`config.mk`:
```
export PLATFORM = sky130hd
export DESIGN_NAME = extern_return_router_switch_node_multi
export DESIGN_NICKNAME = d
export VERILOG_FILES = /design/src/rtl/extern_return_router_switch_node_multi.sv
export SDC_FILE = /design/constraint.sdc
export NUM_CORES = 1
export LEC_CHECK = 0
export CAP_MARGIN = 25
export CORE_MARGIN = 10
export CORE_UTILIZATION = 50
export CTS_CLUSTER_DIAMETER = 30
export CTS_CLUSTER_SIZE = 14
export DETAILED_ROUTE_END_ITERATION = 8
export GPL_TIMING_DRIVEN = 0
export PLACE_DENSITY = 0.79
export SYNTH_ARGS = -nofsm -noshare
export SYNTH_HDL_FRONTEND = slang
export SYNTH_SLANG_ARGS = --single-unit
```
`constraint.sdc`:
```
create_clock -name clk -period 5.8 [get_ports clk]
set_input_delay 1.74 -clock clk [delete_from_list [all_inputs] [get_ports clk]]
set_output_delay 1.74 -clock clk [all_outputs]
set_load 0.05 [all_outputs]
```
`src/rtl/extern_return_router_switch_node_multi.sv`:
```
`default_nettype none
// ============================================================================
// Module      : extern_return_router_switch_node_multi
// Description : One router stage of the extern return chain serving
//               NUM_LOCAL_PORTS local consumers. Each incoming word is steered
//               by its match counter either into the FIFO of one local port
//               or into a 2-entry registered skid toward the next node. When
//               a word goes downstream, its counter is rebased by
//               NUM_LOCAL_PORTS. Delivery is strictly in order: a stalled
//               destination blocks every later word.
// Ports       : clk, rst           - clock, synchronous active-high reset
//               in_valid/in_ready  - upstream handshake
//               in_match_counter   - route selector (CW bits)
//               in_data            - payload
//               pass_*             - downstream handshake, rebased selector,
//                                    payload
//               local_valid/ready  - per-port FIFO handshake
//               local_data         - port k at [k*DATA_WIDTH +: DATA_WIDTH]
//               local_count        - port k occupancy at [k*LW +: LW]
// Revision    : 1.0 - initial release
// ============================================================================
module extern_return_router_switch_node_multi #(
   parameter  int NUM_OUTPUT_PORTS = 8,
   parameter  int NUM_LOCAL_PORTS  = 2,
   parameter  int DATA_WIDTH       = 16,
   parameter  int LOCAL_FIFO_DEPTH = 4,
   localparam int CW               = $clog2(NUM_OUTPUT_PORTS) + 1,
   localparam int LW               = $clog2(LOCAL_FIFO_DEPTH) + 1
) (
   input  logic                                 clk,
   input  logic                                 rst,
   input  logic                                 in_valid,
   output logic                                 in_ready,
   input  logic [CW-1:0]                        in_match_counter,
   input  logic [DATA_WIDTH-1:0]                in_data,
   output logic                                 pass_valid,
   input  logic                                 pass_ready,
   output logic [CW-1:0]                        pass_match_counter,
   output logic [DATA_WIDTH-1:0]                pass_data,
   output logic [NUM_LOCAL_PORTS-1:0]           local_valid,
   input  logic [NUM_LOCAL_PORTS-1:0]           local_ready,
   output logic [NUM_LOCAL_PORTS*DATA_WIDTH-1:0] local_data,
   output logic [NUM_LOCAL_PORTS*LW-1:0]        local_count
);

   localparam int             c_ptr_w     = $clog2(LOCAL_FIFO_DEPTH);
   localparam int             c_slot_w    = CW + DATA_WIDTH;
   localparam logic [CW-1:0]  c_num_local = CW'(NUM_LOCAL_PORTS);
   localparam logic [LW-1:0]  c_depth     = LW'(LOCAL_FIFO_DEPTH);

   // Goes high the first cycle after reset is released; keeps in_ready low
   // throughout reset without a combinational path from rst.
   logic r_run;

   logic                       w_is_local;
   logic                       w_sel_full;
   logic                       w_skid_free;
   logic                       w_accept;
   logic                       w_pass_push;
   logic                       w_pass_pop;
   logic [CW-1:0]              w_pass_mc;
   logic [NUM_LOCAL_PORTS-1:0] w_full;
   logic [NUM_LOCAL_PORTS-1:0] w_push;
   logic [NUM_LOCAL_PORTS-1:0] w_pop;

   logic [1:0]                 r_skid_cnt;
   logic [c_slot_w-1:0]        r_slot0;
   logic [c_slot_w-1:0]        r_slot1;
   logic [c_slot_w-1:0]        w_slot_in;

   always_ff @(posedge clk) begin
      if (rst) r_run <= 1'b0;
      else     r_run <= 1'b1;
   end

   // ------------------------------------------------------------------------
   // Route decode and input acceptance
   // ------------------------------------------------------------------------
   assign w_is_local = (in_match_counter < c_num_local);
   assign w_pass_mc  = in_match_counter - c_num_local;

   always_comb begin
      w_sel_full = 1'b0;
      for (int k = 0; k < NUM_LOCAL_PORTS; k++) begin
         if (in_match_counter == CW'(k)) w_sel_full = w_full[k];
      end
   end

   assign w_skid_free = (r_skid_cnt != 2'd2);

   // Depends only on registered state and the selector, never on valid/ready.
   assign in_ready    = r_run & (w_is_local ? ~w_sel_full : w_skid_free);
   assign w_accept    = in_valid & in_ready;
   assign w_pass_push = w_accept & ~w_is_local;
   assign w_pass_pop  = pass_valid & pass_ready;

   // ------------------------------------------------------------------------
   // Local FIFOs, one per consumer
   // ------------------------------------------------------------------------
   generate
      for (genvar k = 0; k < NUM_LOCAL_PORTS; k++) begin : g_local
         logic [DATA_WIDTH-1:0] r_mem [LOCAL_FIFO_DEPTH];
         logic [c_ptr_w-1:0]    r_wr_ptr;
         logic [c_ptr_w-1:0]    r_rd_ptr;
         logic [LW-1:0]         r_count;

         assign w_full[k] = (r_count == c_depth);
         assign w_push[k] = w_accept & w_is_local & (in_match_counter == CW'(k));
         assign w_pop[k]  = (r_count != '0) & local_ready[k];

         always_ff @(posedge clk) begin
            if (w_push[k]) r_mem[r_wr_ptr] <= in_data;
         end

         always_ff @(posedge clk) begin
            if (rst) begin
               r_wr_ptr <= '0;
               r_rd_ptr <= '0;
               r_count  <= '0;
            end else begin
               if (w_push[k]) r_wr_ptr <= r_wr_ptr + c_ptr_w'(1);
               if (w_pop[k])  r_rd_ptr <= r_rd_ptr + c_ptr_w'(1);
               case ({w_push[k], w_pop[k]})
                  2'b10:   r_count <= r_count + LW'(1);
                  2'b01:   r_count <= r_count - LW'(1);
                  default: r_count <= r_count;
               endcase
            end
         end

         assign local_valid[k]                           = (r_count != '0);
         assign local_data[k*DATA_WIDTH +: DATA_WIDTH]   = r_mem[r_rd_ptr];
         assign local_count[k*LW +: LW]                  = r_count;
      end
   endgenerate

   // ------------------------------------------------------------------------
   // Pass skid: slot0 is always the head; slot1 holds the second entry.
   // ------------------------------------------------------------------------
   assign w_slot_in = {w_pass_mc, in_data};

   always_ff @(posedge clk) begin
      if (rst) begin
         r_skid_cnt <= 2'd0;
      end else begin
         case ({w_pass_push, w_pass_pop})
            2'b10:   r_skid_cnt <= r_skid_cnt + 2'd1;
            2'b01:   r_skid_cnt <= r_skid_cnt - 2'd1;
            default: r_skid_cnt <= r_skid_cnt;
         endcase
      end
   end

   // Payload slots carry no reset; occupancy alone decides validity.
   always_ff @(posedge clk) begin
      case ({w_pass_push, w_pass_pop})
         2'b10: begin
            if (r_skid_cnt == 2'd0) r_slot0 <= w_slot_in;
            else                    r_slot1 <= w_slot_in;
         end
         2'b01: begin
            r_slot0 <= r_slot1;
         end
         2'b11: begin
            if (r_skid_cnt == 2'd1) begin
               r_slot0 <= w_slot_in;
            end else begin
               r_slot0 <= r_slot1;
               r_slot1 <= w_slot_in;
            end
         end
         default: ;
      endcase
   end

   assign pass_valid                      = (r_skid_cnt != 2'd0);
   assign {pass_match_counter, pass_data} = r_slot0;

endmodule
`default_nettype wire

```
==> results of run 1 <==
layout make-up:
cell class,instances,share of cell area (%)
buffer,14,0.638
multi-input combinational,150,18.9
clock inverter,15,1.89
sequential,189,60.6
clock buffer,17,4.72
timing repair buffer,88,9.80
tap,184,2.55
inverter,22,0.916
synthesized netlist by cell type, drive strengths merged:
library cell	instances
a21boi	1
buf	4
fa	2
dfxtp	21
or3	6
mux2i	2
ha	17
inv	22
nor2	20
xnor2	2
nor3	1
o311ai	2
mux4	32
xor2	9
mux2	2
o21ai	3
a22o	20
a2111oi	2
nor2b	1
and2	8
a211oi	1
edfxtp	168
nand2	8
a221oi	1
a21oi	6
o21a	1
o31a	3
clkbuf	10
report_power, final:
part | switching (uW) | internal [uW]
Combinational | 414 | 205
Clock | 487 | 676
Sequential | 27.8 | 1590
layout by cell type (no fill, tap or decap), types with 3 or more instances in the layout:
cell type,instances
edfxtp_1,168
clkdlybuf4s50_1,86
mux4_2,32
inv_1,22
dfxtp_1,21
nor2_1,20
a22o_1,20
ha_1,17
clkbuf_16,17
clkbuf_1,10
xor2_1,9
nand2_1,8
and2_2,8
a21oi_1,6
or3_1,5
buf_2,4
bufinv_16,3
clkinvlp_4,3
clkinv_2,3
path summary, 6_finish.rpt:
kind / start / endpoint / slack (ns) / cells after the start
worst max-delay path: in_match_counter[3] / in_ready / 0.22 / 5
worst min-delay path: g_local[1].r_wr_ptr[1] / g_local[1].r_wr_ptr[1] / 0.51 / 2
worst max register to register: r_skid_cnt[0] / r_slot0[3] / 3.28 / 9
worst min register to register: g_local[1].r_wr_ptr[1] / g_local[1].r_wr_ptr[1] / 0.51 / 2
sequential cells by signal (all words and copies together), names as in the netlist, named ones only:
signal / flops
g_local.r_mem: 128
r_slot0: 20
r_slot1: 20
g_local.r_count: 6
g_local.r_rd_ptr: 4
g_local.r_wr_ptr: 4
r_skid_cnt: 2
r_run: 1
per-stage QoR:
stage | cells | setup slack (ns) | util (%) | area (sq um)
2_1_floorplan | 375 | 1.37 | - | 7300
3_3_place_gp | 645 | 0.248 | 58.1 | 8390
3_5_place_dp | 647 | 0.230 | 58.4 | 8420
4_1_cts | 679 | 0.227 | 62.5 | 9010
5_1_grt | 679 | 0.111 | 62.5 | 9010
6_report | 679 | 0.223 | 62.5 | 9010
worst min-delay path, stage by stage (launching register included):
cell and delay (ns):
dfxtp_1 0.34, nand2_1 0.06, mux2i_1 0.06
routing by layer:
layer | track usage (%) | vias to the layer above | part of all wire [%]
li1 | - | 1688 | -
met5 | 0 | - | 0
met3 | 5.51 | 16 | 6.7
met4 | 4.89 | 0 | 1.2
met1 | 18.3 | 1938 | 40
met2 | 25.0 | 118 | 52
kinds of logic after synthesis:
group	after synthesis
muxes	36
adders and majority gates	19
and+or+nand+nor	44
DFF	189
xor gates and xnor gates	11
buffers and inverters	36
AOI/OAI and AO/OA	40
==> results.json, run 1 <==
{
  "finalPower_uw": 3400,
  "crit_type": "in2out",
  "synth-simple-area-share_pct": 3.00,
  "tightest_slew_ns": 0.797,
  "root_buffer": "clkbuf_16",
  "synthDominantCellAreaShare_pct": 69.1,
  "whs_ns": 0.506,
  "endpoint_kind": "primary output",
  "rows": 44,
  "setup_tns_ns": 0,
  "cp_data_required_time_ns": 4.06,
  "die_h_microns": 141,
  "hold_viol_final": 0,
  "place_congestion": 0.804,
  "multi_input_area_sq_um": 1700,
  "max-slew-margin-rel_pct": 46.9,
  "cts_buffer_depth": 2,
  "antenna_found_initial": 0,
  "cp_top_family": "buffers and inverters",
  "start_util_pct": 50.6,
  "synth_fp_nets": 420,
  "cap_violations": 0,
  "synth_area_sq_um": 7300,
  "hpwlAfterDp_microns": 9740,
  "synthCells": 375,
  "grt_overflow_total": 0,
  "cts_hold_buf": 0,
  "max_stage_delay_ns": 0.80,
  "critical_path.startpoint_type": "primary input",
  "htreeDepth": 4,
  "layout_worst_path_cycle_share_pct": 96.2,
  "core_area_sq_um": 14400,
  "power_density_nw_per_um2": 377,
  "ir_drop_v": 0.000223,
  "nets": 527,
  "hold_class": "reg2reg",
  "synth.ff_latch_count": 189,
  "crit_chain": "clkdlybuf4s50_1 > or3_4 > a21boi_0 > o31a_2 > clkdlybuf4s50_1",
  "grt_usage_pct": 15.2,
  "grt_pass1_vias": 3983,
  "clk_latency_ns": 0.43,
  "yosysTopAreaCell": "edfxtp_1",
  "cts_tree": "done",
  "post_cts_resized": 0,
  "drc": 0,
  "avgSynthCellArea_sq_um": 19.5,
  "fmax_mhz": 179,
  "wl_per_cell_microns": 21.7,
  "drt-total-wl_microns": 14700,
  "area_growth_pct": 23.6,
  "layout-drive-gt1-share_pct": 17.0,
  "cts_inserted_buffers": 17,
  "cts_setup_buffers": 0,
  "nFillCells": 998,
  "drv_slew": 0,
  "status": "finished clean",
  "clock-sinks": 189,
  "ioPinCount": 88,
  "dr.pass1.iters": 4,
  "synth_seq_area_share_pct": 74.9,
  "synthAdderAreaFrac_pct": 3.46,
  "slowest_stage": "clkdlybuf4s50_1",
  "synth_top_family_by_area": "multiplexers",
  "die_w_microns": 141,
  "leakagePower_uw": 0.00296,
  "clkSlewWorstSetupHoldPaths_ns": 0.07,
  "vias_per_cell": 5.54,
  "ys_types": 30,
  "critPathMaxFanout": 4,
  "grt_pass1_wl_microns": 23100,
  "synth.mux.area_fraction_pct": 10.6,
  "synth-xor-area-share_pct": 1.32,
  "seq_area_sq_um": 5470,
  "synth.area.top_cells": "edfxtp_1 69%, mux4_2 9.9%, dfxtp_1 5.8%",
  "drt-initial-drc-count": 304,
  "fin_crit_ns": 5.58,
  "drtAntennaViolNets": 0,
  "synth_compound_area_share_pct": 4.82,
  "path_buf_inv": 2,
  "die_area_sq_um": 19800,
  "grt_max_degree": 17,
  "diodes": 0,
  "rsz0062_at_grt": "no",
  "arrival_ns": 3.84,
  "yosys_warnings": 0,
  "crit_top_cell": "clkdlybuf4s50_1",
  "finalClockSkew_ns": 0.00906,
  "dr_total_vias": 3760,
  "numPortBuffers": 86,
  "finalSetupViolations": 0
}
Note: power is estimated with default switching activity, not from simulation.
==> inputs of run 2 (changes only) <==
--- a/config.mk
+++ b/config.mk
@@ -6,7 +6,7 @@
 export NUM_CORES = 1
 export LEC_CHECK = 0
 export CAP_MARGIN = 25
-export CORE_MARGIN = 10
+export CORE_MARGIN = 2
 export CORE_UTILIZATION = 50
 export CTS_CLUSTER_DIAMETER = 30
 export CTS_CLUSTER_SIZE = 14
==> run 2 against run 1 <==
  * Final cell count rose by 0.15%
  * Largest cell class unchanged
  * Worst setup slack improved by 0.039 ns
  * Global-route usage rose by 3.1 points
  * Register-to-register slack got worse by 0.08 ns
  * Largest power group unchanged
  * Via count barely moved
==> results.json, run 2 (synthesized netlist as in run 1, its figures left out) <==
{
  "layout.cells.non_filler": 680,
  "reg.largest.list": "g_local.r_mem: 128 flops, r_slot0: 20 flops, r_slot1: 20 flops",
  "dpl.cell_count": 648,
  "ir_drop_v": 0.000198,
  "cp_data_required_time_ns": 4.06,
  "cts_inserted_buffers": 17,
  "crit_chain": "clkdlybuf4s50_1 > or3_4 > a21boi_0 > o31a_2 > clkdlybuf4s50_1",
  "r2r_start": "r_skid_cnt[0]",
  "cp_top_family": "buffers and inverters",
  "crit_start": "in_match_counter[3]",
  "setup_ws_ns": 0.261,
  "path_buf_inv": 2,
  "power_density_nw_per_um2": 384,
  "cts_hold_buf": 0,
  "clock-sinks": 189,
  "layout_worst_path_cycle_share_pct": 95.5,
  "largest_reg_flops": 128,
  "finalClockSkew_ns": 0.00928,
  "die_w_microns": 125,
  "nFillCells": 969,
  "place_ws_ns": 0.262,
  "crit_type": "in2out",
  "drt-total-wl_microns": 13800,
  "seq_area_sq_um": 5470,
  "grt_usage_pct": 18.4,
  "grt_pass1_wl_microns": 21400,
  "endpoint_kind": "primary output",
  "layout-drive-gt1-share_pct": 17.3,
  "fin_crit_ns": 5.54,
  "hpwlAfterDp_microns": 9110,
  "hold_class": "reg2reg",
  "critPathMaxFanout": 4,
  "drtAntennaViolNets": 0,
  "cap_violations": 0,
  "rsz0062_at_grt": "no",
  "critical_path.startpoint_type": "primary input",
  "die_area_sq_um": 15600,
  "grt_overflow_total": 0,
  "grt_pass1_vias": 3875,
  "post_cts_resized": 0,
  "grt_max_degree": 18,
  "dr.pass1.iters": 4,
  "diodes": 0,
  "regMostFlops": "g_local.r_mem",
  "dr_total_vias": 3761,
  "rows": 44,
  "ioPinCount": 88,
  "max_stage_delay_ns": 0.79,
  "tightest_slew_ns": 0.613,
  "vias_per_cell": 5.53,
  "nets": 528,
  "die_h_microns": 125,
  "leakagePower_uw": 0.00298,
  "layout_commonest_cell": "edfxtp_1",
  "start_util_pct": 50.8,
  "clkSlewWorstSetupHoldPaths_ns": 0.07,
  "cts_tree": "done",
  "clk_latency_ns": 0.43,
  "area_growth_pct": 24.4,
  "whs_ns": 0.504,
  "core_area_sq_um": 14400,
  "hold_viol_final": 0,
  "crit_top_cell": "clkdlybuf4s50_1",
  "status": "finished clean",
  "wl_per_cell_microns": 20.3,
  "fmax_mhz": 181,
  "min_from": "g_local[1].r_wr_ptr[1]",
  "slowest_stage": "clkdlybuf4s50_1",
  "antenna_found_initial": 0,
  "drt-initial-drc-count": 370,
  "arrival_ns": 3.80,
  "htreeDepth": 4,
  "numPortBuffers": 86,
  "layout_common_cells": "168 x edfxtp_1, 86 x clkdlybuf4s50_1, 32 x mux4_2, 22 x inv_1, 21 x dfxtp_1",
  "cts_buffer_depth": 2,
  "drc": 0,
  "multi_input_area_sq_um": 1700,
  "max-slew-margin-rel_pct": 59.1,
  "place_congestion": 0.785,
  "drv_slew": 0,
  "finalSetupViolations": 0,
  "setup_tns_ns": 0,
  "cts_setup_buffers": 0,
  "root_buffer": "clkbuf_16"
}
-- run 2: changes by cell type in the layout (fill, tap and decap cells not counted), sizes merged --
cell and delta:
inv -2, buf +1, bufinv +2
-- run 2: final cells by class --
class / count / area share, %
plain buffers: 14 / 0.634
clock buffers: 17 / 4.69
clock inverters: 15 / 2.44
inverters: 22 / 0.910
multi-input cells: 150 / 18.7
flip-flops and latches: 189 / 60.2
well taps: 184 / 2.54
repair buffers: 89 / 9.82
-- run 2: tightest hold or removal path: cells and delay by family (launching register included) --
family / cells / cell delay, ns
and+or+nand+nor: 1 / 0.07
muxes: 1 / 0.05
DFF: 1 / 0.34
-- run 2: worst paths after layout --
check | endpoint | slack [ns] | cells past startpoint
min reg2reg | g_local[1].r_wr_ptr[1] | 0.50 | 2
max reg2reg | r_slot0[16] | 3.20 | 9
min | g_local[1].r_wr_ptr[1] | 0.50 | 2
max | in_ready | 0.26 | 5
-- run 2: through the flow --
step                      area [sq um]  power [uW]  util (%)
after CTS                         9070        3510      63.1
after floorplan                   7300        2040         -
after detailed placement          8430        2270      58.6
after global routing              9070        3590      63.1
final                             9070        3490      63.1
after global placement            8390        2230      58.4
-- run 2: layer usage --
layer  global-route usage (%)  share of wire, %  vias to the layer above
met1                     23.2                41                     1937
met3                     5.93               5.6                       13
met4                     6.81               1.2                        0
li1                         -                 -                     1692
met2                     30.0                52                      119
met5                        0                 0                        -
-- run 2: where the power goes --
part	switching, uW	internal [uW]	leakage (uW)	total, uW
combinational	414	207	0.000980	621
sequential	28.3	1590	0.00170	1620
clock	482	763	0.000306	1250
==> inputs of run 3 (changes only) <==
--- a/config.mk
+++ b/config.mk
@@ -7,12 +7,12 @@
 export LEC_CHECK = 0
 export CAP_MARGIN = 25
 export CORE_MARGIN = 2
-export CORE_UTILIZATION = 50
+export CORE_UTILIZATION = 40
 export CTS_CLUSTER_DIAMETER = 30
 export CTS_CLUSTER_SIZE = 14
 export DETAILED_ROUTE_END_ITERATION = 8
 export GPL_TIMING_DRIVEN = 0
-export PLACE_DENSITY = 0.79
+export PLACE_DENSITY = 0.66
 export SYNTH_ARGS = -nofsm -noshare
 export SYNTH_HDL_FRONTEND = slang
 export SYNTH_SLANG_ARGS = --single-unit
==> run 3 against run 2 <==
  * Final cell count up 6.3%
  * Power grew 0.34%
  * Die area rose by 24%
  * First-iteration DRC count shrank 48%
  * Critical path depth stayed put
  * Sequential share of layout area is 0.46 points lower
  * Sequential cell count stayed put
  * Largest power group unchanged
==> results.json, run 3 (synthesized netlist as in run 1, its figures left out) <==
{
  "status": "finished clean",
  "area_growth_pct": 25.3,
  "cp_top_family": "buffers and inverters",
  "die_w_microns": 139,
  "setup_ws_ns": 0.257,
  "root_buffer": "clkbuf_16",
  "diodes": 0,
  "grt_pass1_wl_microns": 21200,
  "slowest_stage": "clkdlybuf4s50_1",
  "fmax_mhz": 180,
  "antenna_found_initial": 0,
  "power_frac_seq_pct": 46.3,
  "nets": 527,
  "dr_total_vias": 3635,
  "drc": 0,
  "endpoint_kind": "primary output",
  "finalClockSkew_ns": 0.00732,
  "critical_path.startpoint_type": "primary input",
  "drv_slew": 0,
  "leakagePower_uw": 0.00299,
  "drt-total-wl_microns": 13600,
  "largest_reg_flops": 128,
  "nFillCells": 1402,
  "layout.cells.non_filler": 723,
  "clk_latency_ns": 0.42,
  "p_switching_uw": 898,
  "setup_tns_ns": 0,
  "path_buf_inv": 2,
  "crit_type": "in2out",
  "layout_common_cells": "168 x edfxtp_1, 86 x clkdlybuf4s50_1, 32 x mux4_2, 22 x inv_1, 21 x dfxtp_1",
  "layout_worst_path_cycle_share_pct": 95.6,
  "p_int_uw": 2600,
  "grt_overflow_total": 0,
  "clkPwrFrac_pct": 36.1,
  "drt-initial-drc-count": 192,
  "place_ws_ns": 0.262,
  "finalSetupViolations": 0,
  "wl_per_cell_microns": 18.7,
  "cts_setup_buffers": 0,
  "place_congestion": 0.744,
  "hold_viol_final": 0,
  "critPathMaxFanout": 4,
  "cts_buffer_depth": 2,
  "grt_max_degree": 17,
  "die_h_microns": 139,
  "power_density_nw_per_um2": 383,
  "grt_pass1_vias": 3790,
  "reg.largest.list": "g_local.r_mem: 128 flops, r_slot0: 20 flops, r_slot1: 20 flops",
  "vias_per_cell": 5.03,
  "dpl.cell_count": 692,
  "htreeDepth": 4,
  "crit_chain": "clkdlybuf4s50_1 > or3_4 > a21boi_0 > o31a_2 > clkdlybuf4s50_1",
  "die_area_sq_um": 19300,
  "crit_top_cell": "clkdlybuf4s50_1",
  "cts_inserted_buffers": 17,
  "cap_violations": 0,
  "ioPinCount": 88,
  "layout_commonest_cell": "edfxtp_1",
  "regMostFlops": "g_local.r_mem",
  "clock-sinks": 189,
  "core_area_sq_um": 17900,
  "finalPower_uw": 3500,
  "max-slew-margin-rel_pct": 58.1,
  "hold_class": "reg2reg",
  "rsz0062_at_grt": "no",
  "clkSlewWorstSetupHoldPaths_ns": 0.07,
  "cp_data_required_time_ns": 4.06,
  "ir_drop_v": 0.000261,
  "grt_usage_pct": 14.5,
  "cts_tree": "done",
  "tightest_slew_ns": 0.628,
  "post_cts_resized": 0,
  "arrival_ns": 3.80,
  "cts_hold_buf": 0,
  "p_comb_share_pct": 17.6,
  "rows": 49,
  "max_stage_delay_ns": 0.80,
  "layout-drive-gt1-share_pct": 16.6,
  "dr.pass1.iters": 4,
  "drtAntennaViolNets": 0,
  "switching_share_pct": 25.7,
  "fin_crit_ns": 5.54,
  "numPortBuffers": 86,
  "hpwlAfterDp_microns": 9230,
  "start_util_pct": 40.8,
  "fin_util_pct": 51.1
}
[run 3: cell count changes in the layout (fill, tap and decap cells not counted)]
cell / delta
clkinvlp_4: -3
a221oi_4: +1
buf_8: +1
clkinv_2: +1
clkinv_4: -2
buf_4: -2
clkinv_1: +2
a221oi_2: -1
bufinv_16: +1
[run 3: power groups by stage]
stage	Clock [uW]	Sequential, uW	Combinational (uW)
final	1260	1620	617
after global routing	1340	1630	653
after CTS	1290	1620	623
after detailed placement	0	1650	621
after global placement	0	1650	582
after floorplan	0	1830	211
[run 3: worst reg2reg max path: stages (launching register included)]
cell and delay (ns):
dfxtp_1 0.37, inv_1 0.08, ha_1 0.22, or3_1 0.47, inv_1 0.12, ha_1 0.24, nor2b_1 0.16, o21a_1 0.13
clkbuf_1 0.40, a22o_1 0.21
[run 3: per-layer routing]
metal / track usage, % / vias to the layer above / routed length [microns]
li1: - / 1684 / -
met1: 18.4 / 1857 / 5900
met2: 24.0 / 82 / 6910
met3: 4.01 / 12 / 605
met4: 5.32 / 0 / 136
met5: 0 / - / 0
[run 3: area by class of cell]
type	count	area, sq um	share of cell area, %
Tap cell	229	287	3.13
Clock buffer	17	425	4.65
Multi-Input combinational cell	150	1710	18.7
Sequential cell	189	5470	59.8
Inverter	22	82.6	0.903
Buffer	14	57.6	0.629
Clock inverter	14	224	2.45
Timing Repair Buffer	88	891	9.74
[run 3: worst paths after layout]
kind / from / end / slack, ns / cells after the start
setup / recovery: in_match_counter[3] / in_ready / 0.26 / 5
hold / removal: g_local[0].r_wr_ptr[1] / g_local[0].r_wr_ptr[1] / 0.50 / 2
setup reg to reg: r_skid_cnt[0] / r_slot0[5] / 3.26 / 9
hold reg to reg: g_local[0].r_wr_ptr[1] / g_local[0].r_wr_ptr[1] / 0.50 / 2
[run 3: metrics by stage]
stage | area [sq um] | hold slack (ns)
detailed placement | 8490 | 0.495
floorplan | 7300 | 0.468
global placement | 8440 | 0.475
finish | 9140 | 0.501
CTS | 9140 | 0.504
global route | 9140 | 0.517
